## src/rtl/ara_trace_ctrl.sv

```systemverilog
// Trace-window controller for Ara's VLSU W channel: capture FSM, 2-entry trace FIFO, saturating stats.
// Optional ARA_TRACE_UNGATED_EN: ignore cnt_en_i for capture and cycle counting.
//
// state   | meaning
// IDLE    | waiting for TriggerOn
// ACTIVE  | window open, beats captured and counted
// STOPPED | window closed by TriggerOff, one-shot
// DONE    | exit seen, terminal until reset
module ara_trace_ctrl #(
  parameter int unsigned AxiDataWidth = 256,
  parameter int unsigned CntWidth     = 64,
  parameter logic [63:0] TriggerOn    = 64'h1,
  parameter logic [63:0] TriggerOff   = 64'hFFFF_FFFF_FFFF_FFFF
) (
  input  logic                      clk_i,
  input  logic                      rst_i,
  input  logic [63:0]               trigger_i,
  input  logic                      cnt_en_i,
  input  logic [63:0]               exit_i,
  input  logic [AxiDataWidth-1:0]   w_data_i,
  input  logic [AxiDataWidth/8-1:0] w_strb_i,
  input  logic                      w_valid_i,
  input  logic                      w_ready_i,
  output logic [AxiDataWidth-1:0]   trc_data_o,
  output logic [AxiDataWidth/8-1:0] trc_strb_o,
  output logic                      trc_valid_o,
  input  logic                      trc_ready_i,
  output logic [1:0]                state_o,
  output logic [CntWidth-1:0]       cycles_o,
  output logic [CntWidth-1:0]       beats_o,
  output logic [CntWidth-1:0]       bytes_o,
  output logic [CntWidth-1:0]       drops_o,
  output logic                      done_o,
  output logic                      fail_o,
  output logic [62:0]               exit_code_o
);

  localparam int unsigned StrbWidth = AxiDataWidth / 8;

  typedef enum logic [1:0] {
    IDLE    = 2'd0,
    ACTIVE  = 2'd1,
    STOPPED = 2'd2,
    DONE    = 2'd3
  } state_e;

  state_e                state_q, state_d;
  logic [62:0]           exit_code_q, exit_code_d;
  logic                  fail_q, fail_d;
  logic [AxiDataWidth-1:0] data_q [2];
  logic [AxiDataWidth-1:0] data_d [2];
  logic [StrbWidth-1:0]  strb_q [2];
  logic [StrbWidth-1:0]  strb_d [2];
  logic                  wr_ptr_q, wr_ptr_d, rd_ptr_q, rd_ptr_d;
  logic [1:0]            count_q, count_d;
  logic [CntWidth-1:0]   cycles_q, cycles_d, beats_q, beats_d;
  logic [CntWidth-1:0]   bytes_q, bytes_d, drops_q, drops_d;

  logic cnt_gate, cap, full, pop, push, drop;

`ifdef ARA_TRACE_UNGATED_EN
  assign cnt_gate = 1'b1;
`else
  assign cnt_gate = cnt_en_i;
`endif

  function automatic logic [CntWidth-1:0] popcnt(input logic [StrbWidth-1:0] s);
    logic [CntWidth-1:0] c;
    c = '0;
    for (int i = 0; i < int'(StrbWidth); i++) c = c + CntWidth'(s[i]);
    return c;
  endfunction

  function automatic logic [CntWidth-1:0] sat_add(input logic [CntWidth-1:0] a,
                                                  input logic [CntWidth-1:0] b);
    logic [CntWidth:0] s;
    s = {1'b0, a} + {1'b0, b};
    return s[CntWidth] ? '1 : s[CntWidth-1:0];
  endfunction

  // Registered state: the TriggerOn cycle itself is never captured.
  assign cap  = (state_q == ACTIVE) & cnt_gate & w_valid_i & w_ready_i;
  assign full = (count_q == 2'd2);
  assign pop  = (count_q != 2'd0) & trc_ready_i;
  assign push = cap & (~full | pop);
  assign drop = cap & full & ~pop;

  always_comb begin
    state_d     = state_q;
    exit_code_d = exit_code_q;
    fail_d      = fail_q;
    if (state_q != DONE && exit_i[0]) begin
      state_d     = DONE;
      exit_code_d = exit_i[63:1];
      fail_d      = |exit_i[63:1];
    end else begin
      unique case (state_q)
        IDLE:    if (trigger_i == TriggerOn)  state_d = ACTIVE;
        ACTIVE:  if (trigger_i == TriggerOff) state_d = STOPPED;
        default: state_d = state_q;
      endcase
    end
  end

  always_comb begin
    data_d   = data_q;
    strb_d   = strb_q;
    wr_ptr_d = wr_ptr_q ^ push;
    rd_ptr_d = rd_ptr_q ^ pop;
    count_d  = count_q + 2'(push) - 2'(pop);
    if (push) begin
      data_d[wr_ptr_q] = w_data_i;
      strb_d[wr_ptr_q] = w_strb_i;
    end
    cycles_d = cycles_q;
    beats_d  = beats_q;
    bytes_d  = bytes_q;
    drops_d  = drops_q;
    if (state_q == ACTIVE && cnt_gate) cycles_d = sat_add(cycles_q, CntWidth'(1));
    if (push) begin
      beats_d = sat_add(beats_q, CntWidth'(1));
      bytes_d = sat_add(bytes_q, popcnt(w_strb_i));
    end
    if (drop) drops_d = sat_add(drops_q, CntWidth'(1));
  end

  always_ff @(posedge clk_i or posedge rst_i) begin
    if (rst_i) begin
      state_q     <= IDLE;
      exit_code_q <= '0;
      fail_q      <= 1'b0;
      for (int i = 0; i < 2; i++) begin
        data_q[i] <= '0;
        strb_q[i] <= '0;
      end
      wr_ptr_q    <= 1'b0;
      rd_ptr_q    <= 1'b0;
      count_q     <= 2'd0;
      cycles_q    <= '0;
      beats_q     <= '0;
      bytes_q     <= '0;
      drops_q     <= '0;
    end else begin
      state_q     <= state_d;
      exit_code_q <= exit_code_d;
      fail_q      <= fail_d;
      data_q      <= data_d;
      strb_q      <= strb_d;
      wr_ptr_q    <= wr_ptr_d;
      rd_ptr_q    <= rd_ptr_d;
      count_q     <= count_d;
      cycles_q    <= cycles_d;
      beats_q     <= beats_d;
      bytes_q     <= bytes_d;
      drops_q     <= drops_d;
    end
  end

  assign trc_data_o  = data_q[rd_ptr_q];
  assign trc_strb_o  = strb_q[rd_ptr_q];
  assign trc_valid_o = (count_q != 2'd0);
  assign state_o     = state_q;
  assign cycles_o    = cycles_q;
  assign beats_o     = beats_q;
  assign bytes_o     = bytes_q;
  assign drops_o     = drops_q;
  assign done_o      = (state_q == DONE);
  assign fail_o      = fail_q;
  assign exit_code_o = exit_code_q;

endmodule

```

## config.mk

```make
export PLATFORM = sky130hd
export DESIGN_NAME = ara_trace_ctrl
export DESIGN_NICKNAME = d
export VERILOG_FILES = /design/src/rtl/ara_trace_ctrl.sv
export SDC_FILE = /design/constraint.sdc
export NUM_CORES = 2
export LEC_CHECK = 0
export ABC_AREA = 1
export BUFFER_PORTS_ARGS = -buffer_cell sky130_fd_sc_hd__buf_2
export CAP_MARGIN = 20
export CELL_PAD_IN_SITES_DETAIL_PLACEMENT = 0
export CELL_PAD_IN_SITES_GLOBAL_PLACEMENT = 1
export CORE_ASPECT_RATIO = 2
export CORE_UTILIZATION = 27
export CTS_CLUSTER_SIZE = 40
export DETAILED_ROUTE_END_ITERATION = 8
export PLACE_DENSITY_LB_ADDON = 0.3
export SLEW_MARGIN = 15
export SYNTH_ARGS = -nofsm -noshare
export SYNTH_HDL_FRONTEND = slang
export SYNTH_SLANG_ARGS = --single-unit
```

## constraint.sdc

```tcl
create_clock -name clk_i -period 51.1 [get_ports clk_i]
set_input_delay 5.11 -clock clk_i [delete_from_list [all_inputs] [get_ports clk_i]]
set_output_delay 5.11 -clock clk_i [all_outputs]
set_load 0.02 [all_outputs]
```

==> impl_metrics.toml <==
[synthesis]
synth-seq-area-share = 0.4937
synth_compound_area_frac = 0.07783
syn_avg_cell_area_um2 = 8.045
ys_types = 41
async_flop_share = 1.000
synth.most_common_cell = "nand2_1"
synthMuxAreaShare = 0.06650
ys_top_cells_by_count = "nand2_1, dfrtp_1, o21ai_0"
synth_cells = 5683
synth_largest_area_cell = "dfrtp_1"
synth_top_family_by_area = "simple AND/OR/NAND/NOR gates"
synth_ff_type = "dfrtp_1"
syn_area_mm2 = 0.04572
synth_top_area_share = 0.4937
synth_nets = 6153
ys_seq_elements = 902
synth.area.top_cells = "dfrtp_1, nand2_1, o21ai_0"
synth-xor-area-share = 0.02107
synth_enable_flop_cells = 0
synth_fa_ha_area_frac = 0.01741
synth-simple-area-share = 0.2510
synth_warnings = 0

[clock_tree]
post_cts_buffers = 0
clk_latency_ps = 730
clk_pin_slew_ps = 70
cts_inserted_buffers = 92
clock_sinks = 902
cts_hold_buf = 0
cts_resized = 0
cts-root-buf = "clkbuf_16"
htreeDepth = 3
tritoncts = "yes"
cts_max_path_buffers = 3

[timing]
period_needed_ps = 10330
rsz0062_at_grt = "no"
tns_ps = 0
slew_headroom = 0.2699
final.period_utilization = 0.2022
setup_viol = 0
tightest_slew_ps = 1095
hold_violations = 0
timing.fmax_mhz = 96.76
fin_skew_ps = 55.10
finalMaxSlewViolations = 0

[worst_setup_path]
r2r_slack_ps = 45200
path_class = "input port to flip-flop"
r2r_cells = 18
worst-path-max-fanout = 41
timing.critical_path.arrival_ps = 10880
crit_required_ps = 51640
rr_startpoint = "bytes_o[0]$_DFFE_PP0P_"
r2r_end = "bytes_o[31]$_DFFE_PP0P_"
critPathLaunchType = "input port"
cp-startpoint = "w_strb_i[0]"
critPathCaptureType = "flip-flop"

[route]
avgRoutedWirePerCell_um = 21.25
drt_drc_violations_left = 0
dr.pass1.iters = 5
drt_iter0_drc = 2433
routed_wl_mm = 191.3
vias = 41514
ant_nets = 0
routed_via_density = 4.610

[grt]
grt_use_total = 0.2178
antenna_found_initial = 71
grt_pass1_vias = 40998
grt_overflow_total = 0
grt_max_degree = 147
grt_first_pass_wirelength_mm = 275.3

[worst_hold_path]
whs_path_depth = 2
min_from = "exit_code_o[6]$_DFFE_PP0P_"
holdPathEnd = "exit_code_o[6]$_DFFE_PP0P_"
hold_path_class = "flip-flop to flip-flop"

[floorplanning]
start_util = 0.2719
row_count = 213
die_w_um = 293.0
die_area_mm2 = 0.1711
ioPinCount = 1034
die_y_um = 583.9
core_area_mm2 = 0.1682

[final_layout]
fin_cells = 9006
syn2layout_area_growth_pct = 23.74
layout-drive-gt1-share = 0.2323
fin_area_mm2 = 0.05657
fill_cells = 17994
nets = 7101

[job]
cap_violations = 0

[status]
status = "finished clean"

[placed_design]
gp_congestion = 0.9594
place_hpwl_mm = 149.1
dp.cells = 8794
io_buffer_count = 1033
post_dp_cell_area_mm2 = 0.05314

[power_and_ir_drop]
p_leak_nw = 28.15
vdd_drop_max_mv = 0.03043
power.density_mw_per_mm2 = 41.10
## power by group
part | leakage, nW | internal (mW) | switching (mW) | total, mW
registers | 10.9 | 0.751 | 0.0327 | 0.784
clock network | 1.62 | 0.426 | 0.327 | 0.753
logic | 15.6 | 0.213 | 0.575 | 0.788
## per-stage QoR
step	worst slack (ps)	power, mW	hold slack, ps	utilization
after floorplan	20630	1.234	480.5	-
after global placement	40070	1.589	451.0	0.3159
after detailed placement	40020	1.595	453.9	0.3160
after CTS	40770	2.358	471.5	0.3358
after global routing	40450	2.438	488.3	0.3362
final	40770	2.325	467.5	0.3364
## cell families (layout without fill, tap and decap cells)
kind of cell               count (synthesis)  count (layout)
AOI/OAI and AO/OA                        710             710
xor gates and xnor gates                 110             110
adders and majority gates                 48              48
buffers and inverters                    849            1874
DFF                                      902             902
muxes                                    270             270
other                                      0              41
and+or+nand+nor                         2794            2794
## sequential cells by signal, indices dropped and copies added, names as in the netlist
register	flops
count_q	2
fail_o	1
drops_o	64
cycles_o	64
strb_q	64
rd_ptr_q	1
state_o	2
exit_code_o	63
bytes_o	64
beats_o	64
data_q	512
wr_ptr_q	1
## worst max-delay path: stages
cell and delay (ps):
buf_2 130, fa_1 530, inv_1 50, fa_1 550, fa_1 450, fa_1 600, fa_1 450, fa_1 510
fa_1 160, inv_1 70, fa_1 430, nand2_1 120, nand2_1 100, nand3_1 100, nand2_1 160, nand3_1 210
nor2_1 100, nand2_2 350, buf_4 520, nand3b_1 160
## placed cells by master (no fill, tap or decap), types with 20 or more instances in the layout
| master | synthesis | layout |
|---|---|---|
| a21oi_1 | 25 | 25 |
| buf_2 | 42 | 1033 |
| buf_4 | 3 | 31 |
| clkbuf_16 | 0 | 92 |
| clkbuf_8 | 0 | 20 |
| clkinv_2 | 0 | 22 |
| dfrtp_1 | 902 | 901 |
| diode_2 | 0 | 41 |
| fa_1 | 26 | 26 |
| ha_1 | 22 | 20 |
| inv_1 | 632 | 630 |
| mux2_2 | 270 | 270 |
| nand2_1 | 1760 | 1759 |
| nand3_1 | 260 | 260 |
| nand3b_1 | 33 | 33 |
| nand4_1 | 71 | 71 |
| nor2_1 | 557 | 556 |
| nor3_1 | 41 | 40 |
| o21ai_0 | 682 | 681 |
| xnor2_1 | 48 | 48 |
| xor2_1 | 62 | 62 |
## worst max-delay path by stage
stage                                    endpoint  slack, ps  cells past startpoint
after floorplan            beats_o[0]$_DFFE_PP0P_      20630                      1
after global placement    bytes_o[61]$_DFFE_PP0P_      40070                     20
after detailed placement  bytes_o[42]$_DFFE_PP0P_      40020                     20
after CTS                 bytes_o[40]$_DFFE_PP0P_      40770                     20
after global routing      bytes_o[31]$_DFFE_PP0P_      40450                     20
final                     bytes_o[31]$_DFFE_PP0P_      40770                     20
## layout make-up
type | count | area [um^2] | area share
clock inverter | 45 | 690.7 | 0.01221
tap | 2257 | 2824 | 0.04992
sequential | 902 | 22580 | 0.3991
antenna | 41 | 102.6 | 0.001814
inverter | 634 | 2389 | 0.04222
timing repair buffer | 1069 | 5485 | 0.09696
clock buffer | 126 | 2630 | 0.04649
multi-input combinational | 3932 | 19880 | 0.3513
## metal layers
metal / share of wire / wire (um) / track usage
met3: 0.098 / 18820 / 0.07934
met2: 0.48 / 92520 / 0.3704
met4: 0.047 / 8980 / 0.1012
met5: 0.0010 / 195 / 0
met1: 0.37 / 70820 / 0.2399
No activity file was read; power rests on OpenSTA's default activity.
